<file path="src/rtl/ahb_sram_slave.sv">
// ahb_sram_slave: AHB-Lite word-addressed SRAM target with optional wait states,
// two-cycle ERROR responses and write-to-read forwarding for back-to-back pipelining.
module ahb_sram_slave #(
  parameter int unsigned DEPTH       = 16,
  parameter logic [31:0] BASE_ADDR   = 32'h0000_0000,
  parameter int unsigned WAIT_STATES = 0
) (
  input  logic        HCLK,
  input  logic        HRESET,
  input  logic [1:0]  HTRANS,
  input  logic [31:0] HADDR,
  input  logic        HWRITE,
  input  logic [31:0] HWDATA,
  output logic [31:0] HRDATA,
  output logic        HREADY,
  output logic        HRESP
);

  localparam int unsigned AW   = (DEPTH > 1) ? $clog2(DEPTH) : 1;
  localparam logic [31:0] SPAN = 32'(DEPTH * 4);
  localparam logic [2:0]  WS   = 3'(WAIT_STATES);

  typedef enum logic [1:0] {
    ST_IDLE = 2'd0,
    ST_WAIT = 2'd1,
    ST_ERR1 = 2'd2,
    ST_ERR2 = 2'd3
  } state_e;

  state_e          state_q, state_d;
  logic [2:0]      cnt_q, cnt_d;
  logic            hready_q, hready_d;
  logic            hresp_q, hresp_d;
  logic [31:0]     hrdata_q, hrdata_d;
  logic            dp_vld_q, dp_vld_d;
  logic            dp_wr_q, dp_wr_d;
  logic [AW-1:0]   dp_idx_q, dp_idx_d;
  logic [31:0]     mem_q [DEPTH];

  logic [31:0]     off;
  logic [AW-1:0]   samp_idx;
  logic [AW-1:0]   rd_idx;
  logic            addr_ok;
  logic            sample;
  logic            wr_commit;
  logic            rd_load;

  // Address decode relative to the window base (unsigned wrap catches addresses below base)
  assign off       = HADDR - BASE_ADDR;
  assign samp_idx  = off[AW+1:2];
  assign addr_ok   = (off < SPAN) && (HADDR[1:0] == 2'b00);
  assign sample    = hready_q && HTRANS[1];
  // A pending OKAY write completes on any edge where the bus is ready
  assign wr_commit = hready_q && dp_vld_q && dp_wr_q;

  // Next-state, data-phase bookkeeping and read-data load
  always_comb begin
    state_d  = state_q;
    cnt_d    = cnt_q;
    dp_vld_d = dp_vld_q;
    dp_wr_d  = dp_wr_q;
    dp_idx_d = dp_idx_q;
    hrdata_d = hrdata_q;
    rd_load  = 1'b0;
    rd_idx   = dp_idx_q;

    case (state_q)
      ST_IDLE, ST_ERR2: begin
        // Any OKAY data phase in flight completes on this edge
        dp_vld_d = 1'b0;
        state_d  = ST_IDLE;
        if (sample) begin
          if (addr_ok) begin
            dp_vld_d = 1'b1;
            dp_wr_d  = HWRITE;
            dp_idx_d = samp_idx;
            if (WS != 3'd0) begin
              state_d = ST_WAIT;
              cnt_d   = WS;
            end else begin
              rd_load = !HWRITE;
              rd_idx  = samp_idx;
            end
          end else begin
            state_d = ST_ERR1;
            if (!HWRITE) hrdata_d = '0;
          end
        end
      end
      ST_WAIT: begin
        cnt_d = cnt_q - 3'd1;
        if (cnt_q == 3'd1) begin
          state_d = ST_IDLE;
          rd_load = !dp_wr_q;
        end
      end
      ST_ERR1: state_d = ST_ERR2;
      default: state_d = ST_IDLE;
    endcase

    // Forward a write committing on the same edge to the same word
    if (rd_load) begin
      hrdata_d = (wr_commit && (dp_idx_q == rd_idx)) ? HWDATA : mem_q[rd_idx];
    end

    hready_d = (state_d == ST_IDLE) || (state_d == ST_ERR2);
    hresp_d  = (state_d == ST_ERR1) || (state_d == ST_ERR2);
  end

  // Control and output registers
  always_ff @(posedge HCLK) begin
    if (HRESET) begin
      state_q  <= ST_IDLE;
      cnt_q    <= 3'd0;
      hready_q <= 1'b1;
      hresp_q  <= 1'b0;
      hrdata_q <= '0;
      dp_vld_q <= 1'b0;
      dp_wr_q  <= 1'b0;
      dp_idx_q <= '0;
    end else begin
      state_q  <= state_d;
      cnt_q    <= cnt_d;
      hready_q <= hready_d;
      hresp_q  <= hresp_d;
      hrdata_q <= hrdata_d;
      dp_vld_q <= dp_vld_d;
      dp_wr_q  <= dp_wr_d;
      dp_idx_q <= dp_idx_d;
    end
  end

  // Storage array; cleared on reset, written when an OKAY write data phase completes
  always_ff @(posedge HCLK) begin
    if (HRESET) begin
      for (int i = 0; i < int'(DEPTH); i++) mem_q[i] <= '0;
    end else if (wr_commit) begin
      mem_q[dp_idx_q] <= HWDATA;
    end
  end

  assign HRDATA = hrdata_q;
  assign HREADY = hready_q;
  assign HRESP  = hresp_q;

endmodule

</file>
<file path="config.mk">
export PLATFORM = sky130hd
export DESIGN_NAME = ahb_sram_slave
export DESIGN_NICKNAME = d
export VERILOG_FILES = /design/src/rtl/ahb_sram_slave.sv
export SDC_FILE = /design/constraint.sdc
export NUM_CORES = 1
export LEC_CHECK = 0
export CAP_MARGIN = 20
export CORE_ASPECT_RATIO = 1.75
export CORE_MARGIN = 4
export CORE_UTILIZATION = 50
export DETAILED_ROUTE_END_ITERATION = 16
export GPL_TIMING_DRIVEN = 0
export PLACE_DENSITY_LB_ADDON = 0.15
export SYNTH_ARGS = -nofsm -noshare
export SYNTH_HDL_FRONTEND = slang
export SYNTH_SLANG_ARGS = --single-unit
</file>
<file path="constraint.sdc">
create_clock -name HCLK -period 3.5 [get_ports HCLK]
set_input_delay 0.35 -clock HCLK [delete_from_list [all_inputs] [get_ports HCLK]]
set_output_delay 0.35 -clock HCLK [all_outputs]
set_load 0.01 [all_outputs]
</file>
==> results.ini <==
[outcome]
status = finished clean

[critical_path]
r2r-start = state_q[1]
cp.arrival_ns = 3.89
endpoint_kind = register
cp-startpoint = state_q[1]
cp_max_fo = 10
path_class = register to register
required_ns = 3.95
worstSetupStartpointType = register

[finish]
multi_input_area_sq_um = 8580
syn2layout_area_growth_pct = 15.8
finalInstanceArea_sq_um = 29600
fill_cells = 4088
final_util_pct = 58.5
fin_cells = 2852
register_area_sq_um = 16300
layout.nets = 2218
drive_above_1_share_pct = 9.11
final_cell_mix = and2_1 (512), edfxtp_1 (512), mux2i_1 (187)

[placed_design]
numPortBuffers = 99
placed_area_sq_um = 27800
dpl.hpwl_mm = 59.9
gp_congestion = 0.943
numPlacedInstances = 2756

[die]
coreArea_sq_um = 50600
die_area_sq_um = 55000
num_rows = 109
io_pins = 103
die_w_um = 179
die_h_um = 307
start_util_pct = 50.5

[hold_path]
worst_hold_path_type = input pin to register
min-delay-start = HADDR[5]

[synthesis]
synth_edf_count = 512
ys_seq_area_share_pct = 63.6
synth_cell_types = 47
ys_warn_count = 0
avgSynthCellArea_sq_um = 13.0
synthesis.nets = 2046
ys.flop_type = edfxtp_1
netlist_area_sq_um = 25600
syn_inst = 1972
ys_ff_latch = 556
async_flop_share_pct = 0

[global_route]
grt_antenna_before_repair = 4
grt_max_degree = 33
grt_use_total_pct = 32.4
grt_pass1_wl_mm = 126
grt-ovfl-total = 0
first_global_vias = 18300

[sta]
period_needed_ns = 3.45
hold_viol = 0
max_freq_mhz = 290
worst_pin_slew_ns = 1.03
setup_violations = 0
slew_headroom_pct = 31.7
post-route-period-util_pct = 98.5
fin_skew_ns = 0.0165
maxSlewViolCount = 0
fin_tns_setup_ns = 0
holdWs_ns = 0.336

[detailed_routing]
dr.max_layer_used = met5
vias = 18000
wl_met3_mm = 7.74
wl_met2_mm = 45.2
drt_wl_total_mm = 89.7
drtIter0Drc = 2417
met1Wirelength_mm = 30.2
post_drt_wl_per_cell_um = 31.5
drc = 0
viasPerCell = 6.31
first_pass_iters = 8
drtAntennaViolNets = 0

[clock_tree]
htreeDepth = 2
cts.sinks = 556
root_buffer = clkbuf_16
cts_made_buffers = 50
clkTransAtPathRegs_ns = 0.07
clockBufferDepth = 3
ctsHoldBuffers = 0
clk_latency_ns = 0.59
cts_tree = yes

[power]
vdd_drop_max_v = 0.000431
powerDensity_nw_per_um2 = 472
leakagePower_nw = 9.81

[flow_run]
max_cap_violations = 0

==> cell usage after synthesis, types with 2 or more instances <==
cell type  count  share of area, %
a221oi_2       5              0.29
buf_6          7              0.31
nand4_1        2             0.049
xnor2_1        6              0.21
a21oi_1        6              0.12
edfxtp_1     512                60
ha_1           5              0.24
nor4_2         4              0.20
nor4_4         3              0.25
o21ai_0       12              0.23
inv_1          6             0.088
or2_2         17              0.42
buf_4         12              0.35
nand3_1       43              0.84
nor2_1        29              0.43
dfxtp_1       44               3.4
and2_1       512                13
buf_2          9              0.18
nand2_1      177               2.6
a222oi_1      62               2.4
nand2b_1       6              0.15
a32oi_1       62               2.1
nor3_1         4             0.078
nand4_2        2             0.098
or3_1          3             0.073
clkbuf_1     146               2.1
o211ai_1       8              0.23
mux2i_1      188               7.4
a221oi_1      26              0.89
nand3b_1       5              0.15
a31oi_1       33              0.81
==> path summary, 6_finish.rpt <==
kind            endpoint  slack [ns]  cells after the start
min reg2reg     dp_vld_q        0.46                      2
max reg2reg   HRDATA[30]        0.05                     12
max           HRDATA[30]        0.05                     12
min          dp_idx_q[3]        0.34                      3
==> layout make-up <==
cell class                      instances  share of cell area (%)
Inverter                                6                  0.0761
Timing Repair Buffer                  120                    4.72
Antenna cell                            1                 0.00845
Clock inverter                         30                    1.11
Buffer                                176                    2.89
Sequential cell                       556                    54.9
Multi-Input combinational cell       1234                    29.0
Clock buffer                           63                    4.50
Tap cell                              666                    2.81
==> kinds of logic (layout without fill, tap and decap cells) <==
logic type / count (synthesis) / in the layout / share of synthesized area [%]
mux: 189 / 189 / 7.40
fa+ha+maj: 5 / 5 / 0.245
compound gates: 220 / 220 / 7.33
other cells: 0 / 1 / 0
buf+inv: 182 / 395 / 3.16
simple gates: 813 / 813 / 18.0
flops: 556 / 556 / 63.6
xor+xnor: 7 / 7 / 0.240
==> repair_timing <==
action	in CTS	in global routing
setup endpoints to repair	32	29
resized for setup	41	19
buffers inserted	0	1
pin swaps	4	11
==> sequential cells by signal (all words and copies together) (netlist names) <==
signal    flops
HRDATA       32
state_q       2
dp_vld_q      1
dp_idx_q      4
dp_wr_q       1
cnt_q         3
HREADY        1
mem_q       512
==> per-stage QoR <==
| step | worst slack, ns | power (mW) |
|---|---|---|
| floorplan | 0.650 | 7.96 |
| global placement | -1.26 | 8.30 |
| detailed placement | -0.963 | 8.37 |
| CTS | 0.0114 | 14.0 |
| global route | -0.0238 | 14.3 |
| finish | 0.0510 | 14.0 |
==> routing by layer <==
metal | track usage [%] | vias to the layer above
li1 | - | 7605
met1 | 37.1 | 8866
met2 | 55.6 | 1154
met3 | 5.82 | 376
met4 | 19.9 | 4
met5 | 0 | -
==> worst max-delay path: stages (launching register included) <==
cell	delay (ns)
dfxtp_1	0.38
inv_1	0.09
ha_4	0.29
and3_4	0.18
nand4_4	0.15
nor2_4	0.25
mux2i_2	0.44
buf_2	0.42
clkbuf_2	0.41
o211ai_1	0.20
nand3_1	0.13
nand4_1	0.18
o2bb2ai_1	0.17
==> where the power goes <==
part,internal (mW),switching (mW)
registers,7.50,0.0807
clock network,3.22,2.52
logic,0.209,0.450
(Power assumes the default switching activity.)
